--- src/rtl/mf_pkg.sv ---
// Shared defaults and types for the tap-serial matched-filter engine.
package mf_pkg;

   localparam int MF_ORDER  = 60;
   localparam int MF_DATA_W = 16;
   localparam int MF_ADDR_W = 32;
   localparam int MF_ACC_W  = 40;

   typedef enum logic [1:0] {IDLE, FETCH, DRAIN} state_e;

   // Smallest accumulator that cannot overflow over order+1 full-scale products.
   function automatic int acc_w_min(input int data_w, input int order);
      return 2 * data_w + $clog2(order + 1);
   endfunction

endpackage

--- src/rtl/mf_delay_line.sv ---
// Sample delay line x[0..DEPTH-1]: x[0] takes the new sample on shift, with one indexed read port.
module mf_delay_line #(
   parameter int DATA_W = 16,
   parameter int DEPTH  = 61,
   parameter int SEL_W  = $clog2(DEPTH)
) (
   input  logic                     clk,
   input  logic                     rst,
   input  logic                     shift_en,
   input  logic signed [DATA_W-1:0] din,
   input  logic        [SEL_W-1:0]  sel,
   output logic signed [DATA_W-1:0] dout
);

   logic [DEPTH-1:0][DATA_W-1:0] x_q;

   always_ff @(posedge clk or negedge rst) begin
      if (!rst)          x_q <= '0;
      else if (shift_en) x_q <= {x_q[DEPTH-2:0], din};
   end

   assign dout = x_q[sel];

endmodule

--- src/rtl/mf_coef_mac.sv ---
// Tap-serial matched filter: walks the coefficient ROM 0..ORDER per sample and accumulates.
// Define MF_COEF_MAC_OVERRUN_EN to add a sticky overrun flag for samples dropped while busy.
module mf_coef_mac
   import mf_pkg::*;
#(
   parameter int ORDER  = MF_ORDER,
   parameter int DATA_W = MF_DATA_W,
   parameter int ADDR_W = MF_ADDR_W,
   parameter int ACC_W  = MF_ACC_W
) (
   input  logic                     clk,
   input  logic                     rst,
   input  logic signed [DATA_W-1:0] sample_in,
   input  logic                     sample_valid,
   output logic                     ready,
   output logic                     rom_en,
   output logic        [ADDR_W-1:0] rom_addr,
   input  logic signed [DATA_W-1:0] rom_data,
   output logic signed [ACC_W-1:0]  y,
   output logic                     y_valid
`ifdef MF_COEF_MAC_OVERRUN_EN
   ,
   output logic                     overrun
`endif
);

   localparam int               CNT_W = $clog2(ORDER + 1);
   localparam logic [CNT_W-1:0] LAST  = CNT_W'(ORDER);

   if (ACC_W < acc_w_min(DATA_W, ORDER)) begin : g_acc_chk
      $error("mf_coef_mac: ACC_W too narrow for ORDER/DATA_W");
   end

   state_e                    state_q;
   logic        [CNT_W-1:0]   cnt_q;
   logic        [CNT_W-1:0]   sel;
   logic signed [ACC_W-1:0]   acc_q;
   logic signed [ACC_W-1:0]   acc_d;
   logic signed [ACC_W-1:0]   y_q;
   logic                      y_valid_q;
   logic signed [DATA_W-1:0]  x_sel;
   logic signed [2*DATA_W-1:0] prod;
   logic                      accept;

   assign ready    = (state_q == IDLE);
   assign accept   = ready && sample_valid;
   assign rom_en   = (state_q == FETCH);
   assign rom_addr = rom_en ? ADDR_W'(cnt_q) : '0;
   assign y        = y_q;
   assign y_valid  = y_valid_q;

   // rom_data lags the address by one cycle, so pair it with the previous tap.
   assign sel   = (state_q == DRAIN) ? LAST : ((cnt_q == '0) ? '0 : cnt_q - 1'b1);
   assign prod  = rom_data * x_sel;
   assign acc_d = acc_q + {{(ACC_W-2*DATA_W){prod[2*DATA_W-1]}}, prod};

   mf_delay_line #(
      .DATA_W (DATA_W),
      .DEPTH  (ORDER + 1),
      .SEL_W  (CNT_W)
   ) u_dl (
      .clk      (clk),
      .rst      (rst),
      .shift_en (accept),
      .din      (sample_in),
      .sel      (sel),
      .dout     (x_sel)
   );

   always_ff @(posedge clk or negedge rst) begin
      if (!rst) begin
         state_q   <= IDLE;
         cnt_q     <= '0;
         acc_q     <= '0;
         y_q       <= '0;
         y_valid_q <= 1'b0;
      end else begin
         y_valid_q <= 1'b0;
         case (state_q)
            IDLE: if (sample_valid) begin
               acc_q   <= '0;
               cnt_q   <= '0;
               state_q <= FETCH;
            end
            FETCH: begin
               if (cnt_q != '0) acc_q <= acc_d;
               if (cnt_q == LAST) state_q <= DRAIN;
               else               cnt_q   <= cnt_q + 1'b1;
            end
            DRAIN: begin
               y_q       <= acc_d;
               y_valid_q <= 1'b1;
               state_q   <= IDLE;
            end
            default: state_q <= IDLE;
         endcase
      end
   end

`ifdef MF_COEF_MAC_OVERRUN_EN
   logic overrun_q;

   always_ff @(posedge clk or negedge rst) begin
      if (!rst)                       overrun_q <= 1'b0;
      else if (sample_valid && !ready) overrun_q <= 1'b1;
   end

   assign overrun = overrun_q;
`endif

endmodule
--- config.mk ---
export PLATFORM = sky130hd
export DESIGN_NAME = mf_coef_mac
export DESIGN_NICKNAME = d
export VERILOG_FILES = /design/src/rtl/mf_pkg.sv /design/src/rtl/mf_delay_line.sv /design/src/rtl/mf_coef_mac.sv
export SDC_FILE = /design/constraint.sdc
export NUM_CORES = 2
export LEC_CHECK = 0
export BUFFER_PORTS_ARGS = -buffer_cell sky130_fd_sc_hd__buf_4
export CORE_MARGIN = 3
export CORE_UTILIZATION = 50
export DETAILED_ROUTE_END_ITERATION = 6
export PLACE_DENSITY = 0.71
export SLEW_MARGIN = 20
export SYNTH_ARGS = -nofsm -noshare
export SYNTH_HDL_FRONTEND = slang
export SYNTH_HIERARCHICAL = 1
export SYNTH_SLANG_ARGS = --single-unit
--- constraint.sdc ---
create_clock -name clk -period 12.5 [get_ports clk]
set_clock_uncertainty 0.15 [all_clocks]
set_input_delay 1.25 -clock clk [delete_from_list [all_inputs] [get_ports clk]]
set_output_delay 1.25 -clock clk [all_outputs]
set_load 0.02 [all_outputs]
* After elaboration in Yosys (flattened, before gate mapping) *
Cells that the tools add are included.

cells by class
  $add $sub $neg = 3
  multipliers = 1
  div/mod/pow operators = 0
  magnitude comparators = 1
  eq/ne operators = 7
  shifts and indexed selects = 0
  multiplexer cells = 15
  bitwise gates (word level) = 0
  reductions and logical operators = 8

operators with widths
  operator             count
  $bmux 16 s6          1
  $mux 40              2
  $pmux 40 s2          1
  $add 40x40->40       1
  $mul 16x16->32       1
  $mux 6               5
  $mux 16              1
  $pmux 6 s2           1
  $lt 6x7->1 const B   1
  $add 6x1->6 const B  1
  $eq 6x6->1 const B   1
  $logic_not 6->1      1
  $reduce_and 3->1     2
  $reduce_bool 6->1    1
  $sub 6x1->6 const B  1
  $mux 2               2
  $ne 2x1->1 const B   2
  $ne 2x2->1 const B   2
  $pmux 2 s2           1
  $eq 2x1->1 const B   1
  $eq 2x2->1 const B   1
  $logic_not 2->1      1
  $reduce_and 2->1     1
  $reduce_bool 2->1    1
  other kinds (2)      2

word-level totals
  register bits after elaboration = 1065
  bits in latches = 0
  memory bits (writable) = 0
  bits in read-only memories = 0
  input bits = 35
  memories kept = 0

* Logic depth before layout (Yosys ltp) *
  word-level depth = 9
  mapped depth = 48
  mapped depth without buffers = 42

* Cells and area by module *
Netlist, hierarchy kept.

by module, submodules not included
  module         instances  cells each  area each (µm²)
  mf_delay_line  1          2661        43993.4
  mf_coef_mac    1          1780        15890.2

* Worst setup path after synthesis *
Ideal clock, no wire load.

  path type = register -> register
  from = register cnt_q[2]
  to = register y_q[39] (netlist: y[39])
  arrival time = 10.268 ns
  data required time = 12.226 ns
  path slack = 1.958 ns
  stages on the path, launching flop included = 47
  path buffers = 7
  clock period less this slack = 10.542 ns
  cells stage by stage = dfrtp_1 > clkbuf_1 > or3_1 > nor2_1 > nor3_1 > buf_6 > buf_12 > buf_12 > buf_12 > nor3b_2 > buf_2 > a22o_1 > o221ai_1 > a31oi_1 > clkbuf_1 > nand2_1 > fa_1 > inv_1 > [11 not listed] > a21o_1 > a21oi_1 > o211ai_1 > a221oi_2 > a21oi_1 > a2111oi_0 > nor3_1 > xor2_1 > ha_1 > a21oi_1 > o21ai_0 > and2b_2 > a2111o_1 > a41oi_2 > o31a_1 > o21ai_0 > a21boi_1 > o31ai_2

on the way
  cells in the longest elaborated chain, start to end = 7
  elaborated cells between the ends (all ways) = 8
  those cells by class = add/sub: 2; mul: 1; mux: 4; reduce/logical: 1

RTL lines
  what                           RTL line             text
  from (decl)                    mf_coef_mac.sv:35    logic [CNT_W-1:0] cnt_q;
  from (signal assigned)         mf_coef_mac.sv:88    else cnt_q <= cnt_q + 1'b1;
  $logic_not 6->1                mf_coef_mac.sv:53    assign sel = (state_q == DRAIN) ? LAST : ((cnt_q == '0) ? '0 : cnt_q - 1'b1);
  $mux 6 (2 in series)           mf_coef_mac.sv:53
  named net sel[0]               mf_coef_mac.sv:36    logic [CNT_W-1:0] sel;
  $bmux 16 s6                    mf_delay_line.sv:22  assign dout = x_q[sel];
  $mux 16 (not written as such)  mf_delay_line.sv:22
  named net x_sel[7]             mf_coef_mac.sv:41    logic signed [DATA_W-1:0] x_sel;
  $mul 16x16->32                 mf_coef_mac.sv:54    assign prod = rom_data * x_sel;
  $add 40x40->40                 mf_coef_mac.sv:55    assign acc_d = acc_q + {{(ACC_W-2*DATA_W){prod[2*DATA_W-1]}}, prod};
  to (signal assigned)           mf_coef_mac.sv:75    y_q <= '0;
  to (signal assigned)           mf_coef_mac.sv:91    y_q <= acc_d;
  to (decl)                      mf_coef_mac.sv:39    logic signed [ACC_W-1:0] y_q;

The timed path passes the listed nets, and every way through them passes these cells. The select of a mux whose other input is x is not followed.
A chain may end at the register's enable or synchronous reset.

* Worst setup path after layout *
  from = register cnt_q[0]
  to = register y_q[39] (netlist: y[39])

on the way
  cells in the longest elaborated chain, start to end = 7
  elaborated cells between the ends (all ways) = 8
  those cells by class = add/sub: 2; mul: 1; mux: 4; reduce/logical: 1

RTL lines
  what                                                   RTL line
  $sub 6x1->6 / $logic_not 6->1 (equally long branches)  mf_coef_mac.sv:53
  $mux 6 * (2 in series)                                 mf_coef_mac.sv:53
  named net sel[1]                                       mf_coef_mac.sv:36
  $bmux 16 s6 *                                          mf_delay_line.sv:22
  $mux 16 (not written as such) *                        mf_delay_line.sv:22
  named net x_sel[1]                                     mf_coef_mac.sv:41
  $mul 16x16->32 *                                       mf_coef_mac.sv:54
  $add 40x40->40 *                                       mf_coef_mac.sv:55

The timed path passes the listed nets; every way through them passes the cells marked *. The select of a mux whose other input is x is not followed.

==> summary.md <==
| Metric | Value |
|---|---|
| Cell chosen for the clock root | `sky130_fd_sc_hd__clkbuf_16` |
| Kind of path behind the tightest hold check | `reg2reg` |
| Hold Path Depth | `2` |
| Buffers & Inverters on Critical Path | `6` |
| # clock sinks | `about 1100` |
| Crit path time final | `about 12 ns` |
| Post-Synth Adder-Cell Area | `0.115` |
| Worst path max stage delay | `0.57 ns` |
| Core area | `about 120000 um^2` |
| Fraction of the mapped netlist area in simple logic gates | `0.0476` |
| Post-synth top cells | `1065 x sky130_fd_sc_hd__dfrtp_1, 1007 x sky130_fd_sc_hd__mux2_2, 312 x sky130_fd_sc_hd__inv_1, 263 x sky130_fd_sc_hd__fa_1, 237 x sky130_fd_sc_hd__mux4_2` |
| Synth-to-Final Area Change | `10.3%` |
| Period utilisation layout | `0.947` |
| Worst R2R End | `y[39]` |
| Cell types with the largest area share after synthesis | `sky130_fd_sc_hd__dfrtp_1 45%, sky130_fd_sc_hd__mux2_2 19%, sky130_fd_sc_hd__mux4_2 8.9%` |
| Iteration-0 DRC count of the detailed router | `roughly 2200` |
| Cell with the largest stage delay on the worst path | `sky130_fd_sc_hd__fa_1` |
| Residual DRC | `0` |
| Cell mode on critical path | `sky130_fd_sc_hd__fa_1` |
| Wire length of the first global-routing pass | `a little over 200000 um` |
| Launching point of the worst reg2reg path | `cnt_q[0]` |
| FFs w/ async S/R, synth | `1.00` |
| CP Max Fanout | `just over 40` |
| Class of the most critical setup path | `reg2reg` |
| Data arrival time of the critical path | `12.26 ns` |
| Number of top-level design ports | `110` |
| Initial antenna violation count | `3` |
| Clock-pin slew reported for the worst setup and hold paths after clock tree synthesis | `0.06 ns` |
| Hold violation count in the final report | `0` |
| Max-cap check violation count | `0` |
| Setup violations, final | `0` |
| Die Ht | `approximately 350 um` |
| Number of detailed-routing iterations run before antenna repair | `7` |
| Headroom to the max-slew limit | `0.271` |
| Most numerous cell in the Yosys netlist | `sky130_fd_sc_hd__dfrtp_1` |
| Combinational family with the most area after synthesis | `multiplexers` |
| Count of nets left with antenna violations after detail routing | `0` |
| Vias after detailed routing | `~35000` |
| Count of nets after finishing | `approximately 5000` |
| Mean number of vias per cell | `~5.7` |
| Port Buffers | `83` |
| Max-slew violation count | `0` |
| Netlist area before placement | `approximately 60000 um^2` |
| Fraction of synthesized cell area taken by the top area cell type | `0.445` |
| Proportion of synthesized chip area in sequential cells | `0.445` |
| Inserted Clock Buffers | `~110` |
| Warnings, synthesis | `6` |
| Global-route usage over all layers | `0.198` |
| Max Root-Sink Buffers | `3` |
| CP required | `12.93 ns` |
| Crit end category | `flop` |
| Htree depth | `3` |
| Total Routed Length | `around 120000 um` |
| Status | `completed` |
| Avg Inst Size Synth | `13.5 um^2` |
| Area enclosed by the die boundary | `roughly 120000 um^2` |
| CTS tree | `yes` |
| Number of enable-type register cells in the synthesized netlist | `0` |
| XOR/XNOR Fraction of Synth Area | `0.0102` |
| Vias in the first global route | `between 30000 and 40000` |
| Placed wire-length estimate | `approximately 80000 um` |
| Endpoint with the worst hold slack | `y[8]` |
| Effective utilization at floorplan | `0.506` |
| CP Launch Point | `cnt_q[0]` |
| Overflow left after global routing | `0` |
| Tightest Pin Transition | `between 1 and 1.5 ns` |
| Number of standard cells after synthesis | `about 4400` |
| Row count | `126` |
| Synth Register Bits | `between 1000 and 1500` |
| Complex-gate fraction of the synthesized area | `0.0470` |
| Distinct cells, synth | `between 80 and 90` |
| Wirelength per Cell | `19.9 um` |
| Cell family with most CP delay | `adder cells` |
| Antenna Diode Count | `0` |
| Placer Congestion | `0.871` |
| Overall die width | `352 um` |
| Depth of the worst register-to-register path | `40` |
| Largest net degree at the start of global routing | `200` |
| Max Fclk | `0.0845 GHz` |
| Primary flip-flop cell chosen by synthesis mapping | `sky130_fd_sc_hd__dfrtp_1` |
| Hold Crit Start | `y[8]` |
| Setup TNS | `0 ns` |
| Multiplexer area fraction after synthesis | `0.291` |
| Layout cell share with drive strength beyond 1 | `0.358` |
| RSZ-0062 raised after global routing | `false` |
| Startpoint class of the critical path | `flop` |
| Cell accounting for the most synthesized area | `sky130_fd_sc_hd__dfrtp_1` |
| Reg2Reg Setup Slack | `approximately 0.67 ns` |
| Insertion delay of the later-clocked pin in the worst-skew pair | `around 0.74 ns` |
## through the flow
stage | utilization | cells | area [um^2] | worst slack [ns] | hold WS [ns]
final | 0.558 | 6141 | 66000 | 0.666 | 0.332
after detailed placement | 0.524 | 5937 | 62100 | 0.476 | 0.325
after global placement | 0.524 | 5937 | 62100 | 0.730 | 0.313
after CTS | 0.557 | 6139 | 65900 | 0.470 | 0.334
after global routing | 0.558 | 6141 | 66000 | 0.00281 | 0.349
after floorplan | - | 4466 | 60000 | 1.96 | 0.324
## layout make-up
| cell class | count | area [um^2] |
|---|---|---|
| Sequential cell | 1065 | 26700 |
| Tap cell | 1600 | 2000 |
| Clock buffer | 166 | 3260 |
| Multi-Input combinational cell | 2794 | 30800 |
| Fill cell | 9609 | 52400 |
| Inverter | 313 | 1190 |
| Timing Repair Buffer | 167 | 1540 |
| Clock inverter | 36 | 592 |
## cells by family after synthesis
group / Yosys count
multiplexers: 1316
flip-flops: 1065
buffers and inverters: 607
AND/OR/NAND/NOR: 569
AO/OA/AOI/OAI: 422
adder cells (fa/ha/maj): 391
XOR/XNOR: 70
other: 1
## worst register-to-register path: cells and delay by family (launching register included)
family                   cells  cell delay (ns)
adder cells (fa/ha/maj)      9             3.94
AND/OR/NAND/NOR              9             1.83
flip-flops                   1             0.47
AO/OA/AOI/OAI               16             3.85
buffers and inverters        6             1.51
## cell usage in the layout, fill, tap and decap left out, drive strengths merged, types with 15 or more instances in the layout
cell,instances
conb,26
a21o,32
inv,317
nand2b,47
dfrtp,1065
xor2,26
nor2,63
o31ai,19
a22o,17
clkinv,19
fa,263
a31oi,21
xnor2,44
and2,130
a221oi,20
ha,128
a21oi,93
o221ai,17
nand2,201
a22oi,15
clkbuf,167
buf,166
mux2i,69
o21ai,109
mux4,240
nand3,53
nor3,20
mux2,1007
## repair_timing
action                                  in CTS  in global routing
gates resized for setup                      0                 11
buffers inserted                             0                  1
endpoints found under the setup margin       0                 12
hold buffers                                 0                  0
## registers in the layout, indices dropped and copies added, names as in the netlist
signal    cells
u_dl/x_q    976
cnt_q         6
y            40
state_q       2
y_valid       1
acc_q        40
## worst max path at each step
stage                        to  cells past startpoint
final                     y[39]                     40
after global routing      y[39]                     44
after CTS                 y[39]                     40
after detailed placement  y[39]                     40
after global placement    y[39]                     38
after floorplan           y[39]                     46
## metal layers
metal,part of all wire,vias up,global-route usage
li1,-,15736,-
met1,0.46,18670,0.285
met2,0.48,589,0.321
met3,0.038,164,0.0286
met4,0.020,0,0.0458
met5,0,-,0
Power is left out: the tool's default activity adds up to more than one toggle a clock period on the data nets, which glitch-free logic cannot reach.
